===== src/rtl/aes_invsub_seq.sv =====
// Byte-serial InvSubBytes sequencer: buffers a block, feeds one shared inverse S-box, streams results out.
// Latency: first out_valid NBYTES+SBOX_LAT+1 cycles after the last input accept; one byte/cycle after that.
// Backpressure: in_ready only in IDLE/LOAD; out_byte held while out_ready=0; ena=0 freezes everything.
module aes_invsub_seq #(
    parameter int NBYTES   = 16,
    parameter int SBOX_LAT = 1
) (
    input  logic       clk,
    input  logic       rst_n,
    input  logic       ena,
    input  logic       clr,
    input  logic       in_valid,
    output logic       in_ready,
    input  logic [7:0] in_byte,
    output logic       sbox_en,
    output logic [7:0] sbox_in,
    input  logic [7:0] sbox_out,
    output logic       out_valid,
    input  logic       out_ready,
    output logic [7:0] out_byte,
    output logic       busy,
    output logic       done
);

    localparam int PW = (NBYTES > 1) ? $clog2(NBYTES) : 1;
    localparam int CW = $clog2(NBYTES + SBOX_LAT + 1);
    localparam int SL = (SBOX_LAT > 0) ? SBOX_LAT : 1;
    localparam logic [PW-1:0] LAST_PTR = PW'(NBYTES - 1);
    localparam logic [CW-1:0] ISS_END  = CW'(NBYTES);
    localparam logic [CW-1:0] SUB_LAST = CW'(NBYTES + SBOX_LAT - 1);

    typedef enum logic [1:0] {IDLE, LOAD, SUB, DRAIN} state_t;

    state_t        state;
    logic [PW-1:0] ld_ptr;
    logic [PW-1:0] iss_ptr;
    logic [PW-1:0] rd_ptr;
    logic [CW-1:0] sub_cnt;
    logic [7:0]    mem [NBYTES];
    logic          done_r;
    logic          wb_vld;
    logic [PW-1:0] wb_idx;
    logic          in_load;

    assign in_load   = (state == IDLE) || (state == LOAD);
    assign in_ready  = ena & ~clr & in_load;
    assign sbox_en   = ena & (state == SUB) & (sub_cnt < ISS_END);
    assign sbox_in   = sbox_en ? mem[iss_ptr] : 8'h00;
    assign out_valid = ena & ~clr & (state == DRAIN);
    assign out_byte  = mem[rd_ptr];
    assign busy      = (state == SUB) || (state == DRAIN);
    assign done      = done_r & ena;

    // Writeback tracker mirrors the S-box pipeline; it must stall with ena exactly as the S-box does.
    generate
        if (SBOX_LAT == 0) begin : g_wb_comb
            assign wb_vld = sbox_en;
            assign wb_idx = iss_ptr;
        end else begin : g_wb_pipe
            logic [SL-1:0] vld_sr;
            logic [PW-1:0] idx_sr [SL];

            always_ff @(posedge clk or negedge rst_n) begin
                if (!rst_n) begin
                    vld_sr <= '0;
                    for (int i = 0; i < SL; i++) idx_sr[i] <= '0;
                end else if (clr) begin
                    vld_sr <= '0;
                    for (int i = 0; i < SL; i++) idx_sr[i] <= '0;
                end else if (ena) begin
                    vld_sr[0] <= sbox_en;
                    idx_sr[0] <= iss_ptr;
                    for (int i = 1; i < SL; i++) begin
                        vld_sr[i] <= vld_sr[i-1];
                        idx_sr[i] <= idx_sr[i-1];
                    end
                end
            end

            assign wb_vld = vld_sr[SL-1];
            assign wb_idx = idx_sr[SL-1];
        end
    endgenerate

    always_ff @(posedge clk or negedge rst_n) begin
        if (!rst_n) begin
            state   <= IDLE;
            ld_ptr  <= '0;
            iss_ptr <= '0;
            rd_ptr  <= '0;
            sub_cnt <= '0;
            done_r  <= 1'b0;
            for (int i = 0; i < NBYTES; i++) mem[i] <= 8'h00;
        end else begin
            done_r <= 1'b0;
            if (clr) begin
                state   <= IDLE;
                ld_ptr  <= '0;
                iss_ptr <= '0;
                rd_ptr  <= '0;
                sub_cnt <= '0;
            end else if (ena) begin
                case (state)
                    IDLE, LOAD: begin
                        if (in_valid) begin
                            mem[ld_ptr] <= in_byte;
                            if (ld_ptr == LAST_PTR) begin
                                ld_ptr <= '0;
                                state  <= SUB;
                            end else begin
                                ld_ptr <= ld_ptr + 1'b1;
                                state  <= LOAD;
                            end
                        end
                    end
                    SUB: begin
                        if (sbox_en)
                            iss_ptr <= (iss_ptr == LAST_PTR) ? '0 : iss_ptr + 1'b1;
                        if (wb_vld)
                            mem[wb_idx] <= sbox_out;
                        // The final cycle of SUB is the one carrying the last writeback.
                        if (sub_cnt == SUB_LAST) begin
                            sub_cnt <= '0;
                            state   <= DRAIN;
                        end else begin
                            sub_cnt <= sub_cnt + 1'b1;
                        end
                    end
                    DRAIN: begin
                        if (out_ready) begin
                            if (rd_ptr == LAST_PTR) begin
                                rd_ptr <= '0;
                                state  <= IDLE;
                                done_r <= 1'b1;
                            end else begin
                                rd_ptr <= rd_ptr + 1'b1;
                            end
                        end
                    end
                    default: state <= IDLE;
                endcase
            end
        end
    end

endmodule

===== config.mk =====
export PLATFORM = sky130hd
export DESIGN_NAME = aes_invsub_seq
export DESIGN_NICKNAME = d
export VERILOG_FILES = /design/src/rtl/aes_invsub_seq.sv
export SDC_FILE = /design/constraint.sdc
export NUM_CORES = 1
export LEC_CHECK = 0
export ABC_AREA = 1
export CORE_UTILIZATION = 34
export CTS_CLUSTER_DIAMETER = 40
export DETAILED_ROUTE_END_ITERATION = 8
export HOLD_SLACK_MARGIN = 0.02
export SLEW_MARGIN = 20
export SYNTH_ARGS = -nofsm -noshare
export SYNTH_HDL_FRONTEND = slang
export SYNTH_SLANG_ARGS = --single-unit

===== constraint.sdc =====
create_clock -name clk -period 1.7 [get_ports clk]
set_clock_uncertainty 0.05 [all_clocks]
set_input_delay 0.255 -clock clk [delete_from_list [all_inputs] [get_ports clk]]
set_output_delay 0.255 -clock clk [all_outputs]
set_load 0.05 [all_outputs]

==> results.py, run 1 <==
metrics = {
    "synthesis": {
        "synth_area_leaders": "dfrtp_1 38%, nand2_1 17%, a22oi_1 8.3%",
        "yosysTopAreaCell": "dfrtp_1",
        "syn_area_per_cell_sq_um": 6.90,
        "netlist_area_sq_mm": 0.0102,
        "ys_types": 33,
        "yosysSeqAreaShare": 0.376,
        "yosys_warnings": 0,
        "synth_top_area_share": 0.376,
        "syn_inst": 1476,
        "synth_nets": 1506,
        "synth_seq_cells": 153,
    },
    "global_routing": {
        "grt_max_degree": 46,
        "grt_pass1_wl_microns": 74000,
        "grt_overflow_total": 0,
        "grt_pass1_vias": 12100,
        "antenna_found_initial": 1,
        "grt_usage": 0.323,
    },
    "sta": {
        "rsz0062_at_grt": "yes",
        "maxSlewHeadroom": 0.527,
        "finalCritPeriodShare": 1.34,
        "tightest_slew_ns": 0.708,
        "fin_tns_setup_ns": -33.65,
        "setup_violations": 149,
        "layout_setup_ws_ns": -0.583,
        "hold_viol": 0,
        "timing.fmax_ghz": 0.438,
        "fin_crit_ns": 2.28,
        "slew_violations": 0,
    },
    "clocking": {
        "cts_tree": "done",
        "path_clk_slew_ns": 0.08,
        "cts_buffers": 17,
        "htree_num_levels": 4,
        "clockBufferDepth": 2,
        "clock-root-buffer": "clkbuf_16",
        "clk_latency_ns": 0.44,
        "clock_sinks": 153,
    },
    "placement": {
        "dp_slack_ns": -0.245,
        "dp_hpwl_microns": 29800,
        "place_area_sq_mm": 0.0127,
        "routabilityCongestion": 0.947,
        "port_buffers": 42,
    },
    "detailed_routing": {
        "initialDrtViolationCount": 1520,
        "viasPerCell": 5.97,
        "drt_first_pass_iters": 9,
        "wire_per_inst_microns": 24.2,
        "postRouteAntennaNets": 0,
        "vias": 12600,
        "routed_wl_microns": 50900,
        "drc": 0,
    },
    "cells_and_area": {
        "design_area_sq_mm": 0.0168,
        "drive_gt1_frac": 0.459,
        "nFillCells": 2483,
        "syn2layout_area_growth_pct": 65.5,
        "antenna_cells": 0,
        "nets": 1736,
    },
    "power": {
        "power.share.clock": 0.423,
        "seqPwrFrac": 0.408,
        "p_leak_nw": 6.70,
        "powerDensity_mw_per_mm2": 550,
        "sw_frac_of_total": 0.304,
        "power.switching_w": 0.00282,
        "p_int_w": 0.00645,
        "total_power_w": 0.00927,
        "vdd_drop_max_mv": 0.742,
        "combPwrFrac": 0.170,
    },
    "floorplan": {
        "coreArea_sq_mm": 0.0291,
        "io_pins": 43,
        "die_x_microns": 175,
        "dieArea_sq_mm": 0.0306,
        "die_y_microns": 175,
        "initial_core_util": 0.350,
        "rows": 62,
    },
    "min_path": {
        "min-delay-path-class": "input port to async pin",
    },
    "critical_path": {
        "startpoint_type": "flop",
        "required_ns": 1.39,
        "crit_arrival_ns": 1.98,
        "worst_setup_path_end_kind": "primary output",
        "worstSetupPathType": "flop to primary output",
        "crit_fanout": 7,
    },
    "run": {
        "drv_cap": 0,
    },
    "run_status": {
        "violations": "negative setup slack",
        "status": "finished, violations left",
    },
}
[synthesized netlist by cell type, drive strengths merged]
| library cell | number |
|---|---|
| nor3 | 2 |
| buf | 47 |
| xnor2 | 1 |
| o211ai | 2 |
| a22oi | 112 |
| nor2 | 82 |
| clkinv | 5 |
| o31ai | 1 |
| ha | 8 |
| o21ai | 190 |
| a21oi | 82 |
| o22ai | 9 |
| nand4 | 1 |
| nand2 | 472 |
| o21a | 1 |
| inv | 114 |
| nand3 | 150 |
| dfrtp | 153 |
| xor2 | 3 |
| clkbuf | 39 |
| or2 | 2 |
[cell families (layout without fill, tap and decap cells)]
| group | count (synthesis) | count (layout) | synth area share |
|---|---|---|---|
| adders and majority gates | 8 | 8 | 0.00983 |
| xor gates and xnor gates | 4 | 4 | 0.00344 |
| buffers and inverters | 205 | 440 | 0.0875 |
| DFF | 153 | 153 | 0.376 |
| AOI/OAI and AO/OA | 397 | 397 | 0.229 |
| and+or+nand+nor | 709 | 717 | 0.294 |
[per-stage QoR]
step | cells | hold slack [ns] | util
floorplan | 1476 | -0.0906 | -
global placement | 1999 | 0.130 | 0.438
detailed placement | 1999 | 0.130 | 0.438
CTS | 2098 | 0.238 | 0.538
global route | 2103 | 0.255 | 0.579
finish | 2103 | 0.230 | 0.579
[worst max-delay path, cell delays in order, from the launching register on]
cell	delay, ns
dfrtp_2	0.49
buf_6	0.17
a21oi_1	0.20
o21ai_0	0.15
nand3_1	0.17
nand2_1	0.11
nand2_2	0.10
buf_12	0.14
[state kept, by name, indices dropped and copies added, names as in the netlist]
name and cells:
done_r 1, sub_cnt 5, g_wb_pipe.idx_sr 4, iss_ptr 4, ld_ptr 4, rd_ptr 4, mem 128, g_wb_pipe.vld_sr 1
state 2
[metal layers]
| layer | share of wire | track usage | wire length, microns | vias to the layer above |
|---|---|---|---|---|
| li1 | - | - | - | 5462 |
| met1 | 0.38 | 0.420 | 19500 | 6052 |
| met2 | 0.44 | 0.484 | 22300 | 837 |
| met3 | 0.11 | 0.0788 | 5710 | 202 |
| met4 | 0.066 | 0.190 | 3380 | 0 |
| met5 | 0 | 0 | 0 | - |
[cell usage in the layout (no fill, tap or decap), drive strengths merged]
cell / n
o211ai: 2
dlygate4sd3: 1
nand2: 480
a22oi: 112
o21ai: 190
a21oi: 82
nand4: 1
o31ai: 1
or2: 2
clkinvlp: 1
o21a: 1
xnor2: 1
bufinv: 1
clkdlybuf4s50: 20
ha: 8
bufbuf: 1
nor2: 82
o22ai: 9
nor3: 2
clkinv: 9
dfrtp: 153
clkbuf: 22
buf: 263
xor2: 3
inv: 122
nand3: 150
[path summary, 6_finish.rpt]
kind / from / endpoint / slack [ns] / cells after the start
max in group asynchronous: rst_n / mem[88] / 0.77 / 3
max reg2reg: state[0] / mem[109] / -0.31 / 11
min in group clk: mem[40] / mem[40] / 0.44 / 2
max: rd_ptr[0] / out_byte[5] / -0.58 / 7
min reg2reg: mem[40] / mem[40] / 0.44 / 2
min: rst_n / mem[41] / 0.23 / 2
[power by group through the flow]
stage	logic, W	registers [W]	clock network (W)
detailed placement	0.00120	0.00383	0
global route	0.00166	0.00379	0.00405
global placement	0.00119	0.00382	0
floorplan	0.000576	0.00381	0
finish	0.00157	0.00378	0.00392
CTS	0.00144	0.00377	0.00391
[layout make-up]
| class | instances | area (sq um) | area share |
|---|---|---|---|
| clock buffers | 18 | 439 | 0.0261 |
| flip-flops and latches | 153 | 3830 | 0.228 |
| repair buffers | 289 | 3650 | 0.217 |
| well taps | 384 | 480 | 0.0285 |
| multi-input cells | 1126 | 7810 | 0.463 |
| clock inverters | 14 | 136 | 0.00809 |
| inverters | 119 | 495 | 0.0294 |
[repair_timing]
item	4_1_cts	5_1_grt
gates cloned	26	5
buffers inserted	41	17
setup endpoints to repair	97	154
pin swaps	101	97
hold buffers	1	0
endpoints found under the hold margin	41	0
resized for setup	407	357
Note: power is estimated with default switching activity, not from simulation.
==> run 2: changes to the inputs <==
Settings changed: CTS_CLUSTER_SIZE from default to 24.
==> results of run 2 <==
Final layout, timing and power as in run 1 (identical DEF).
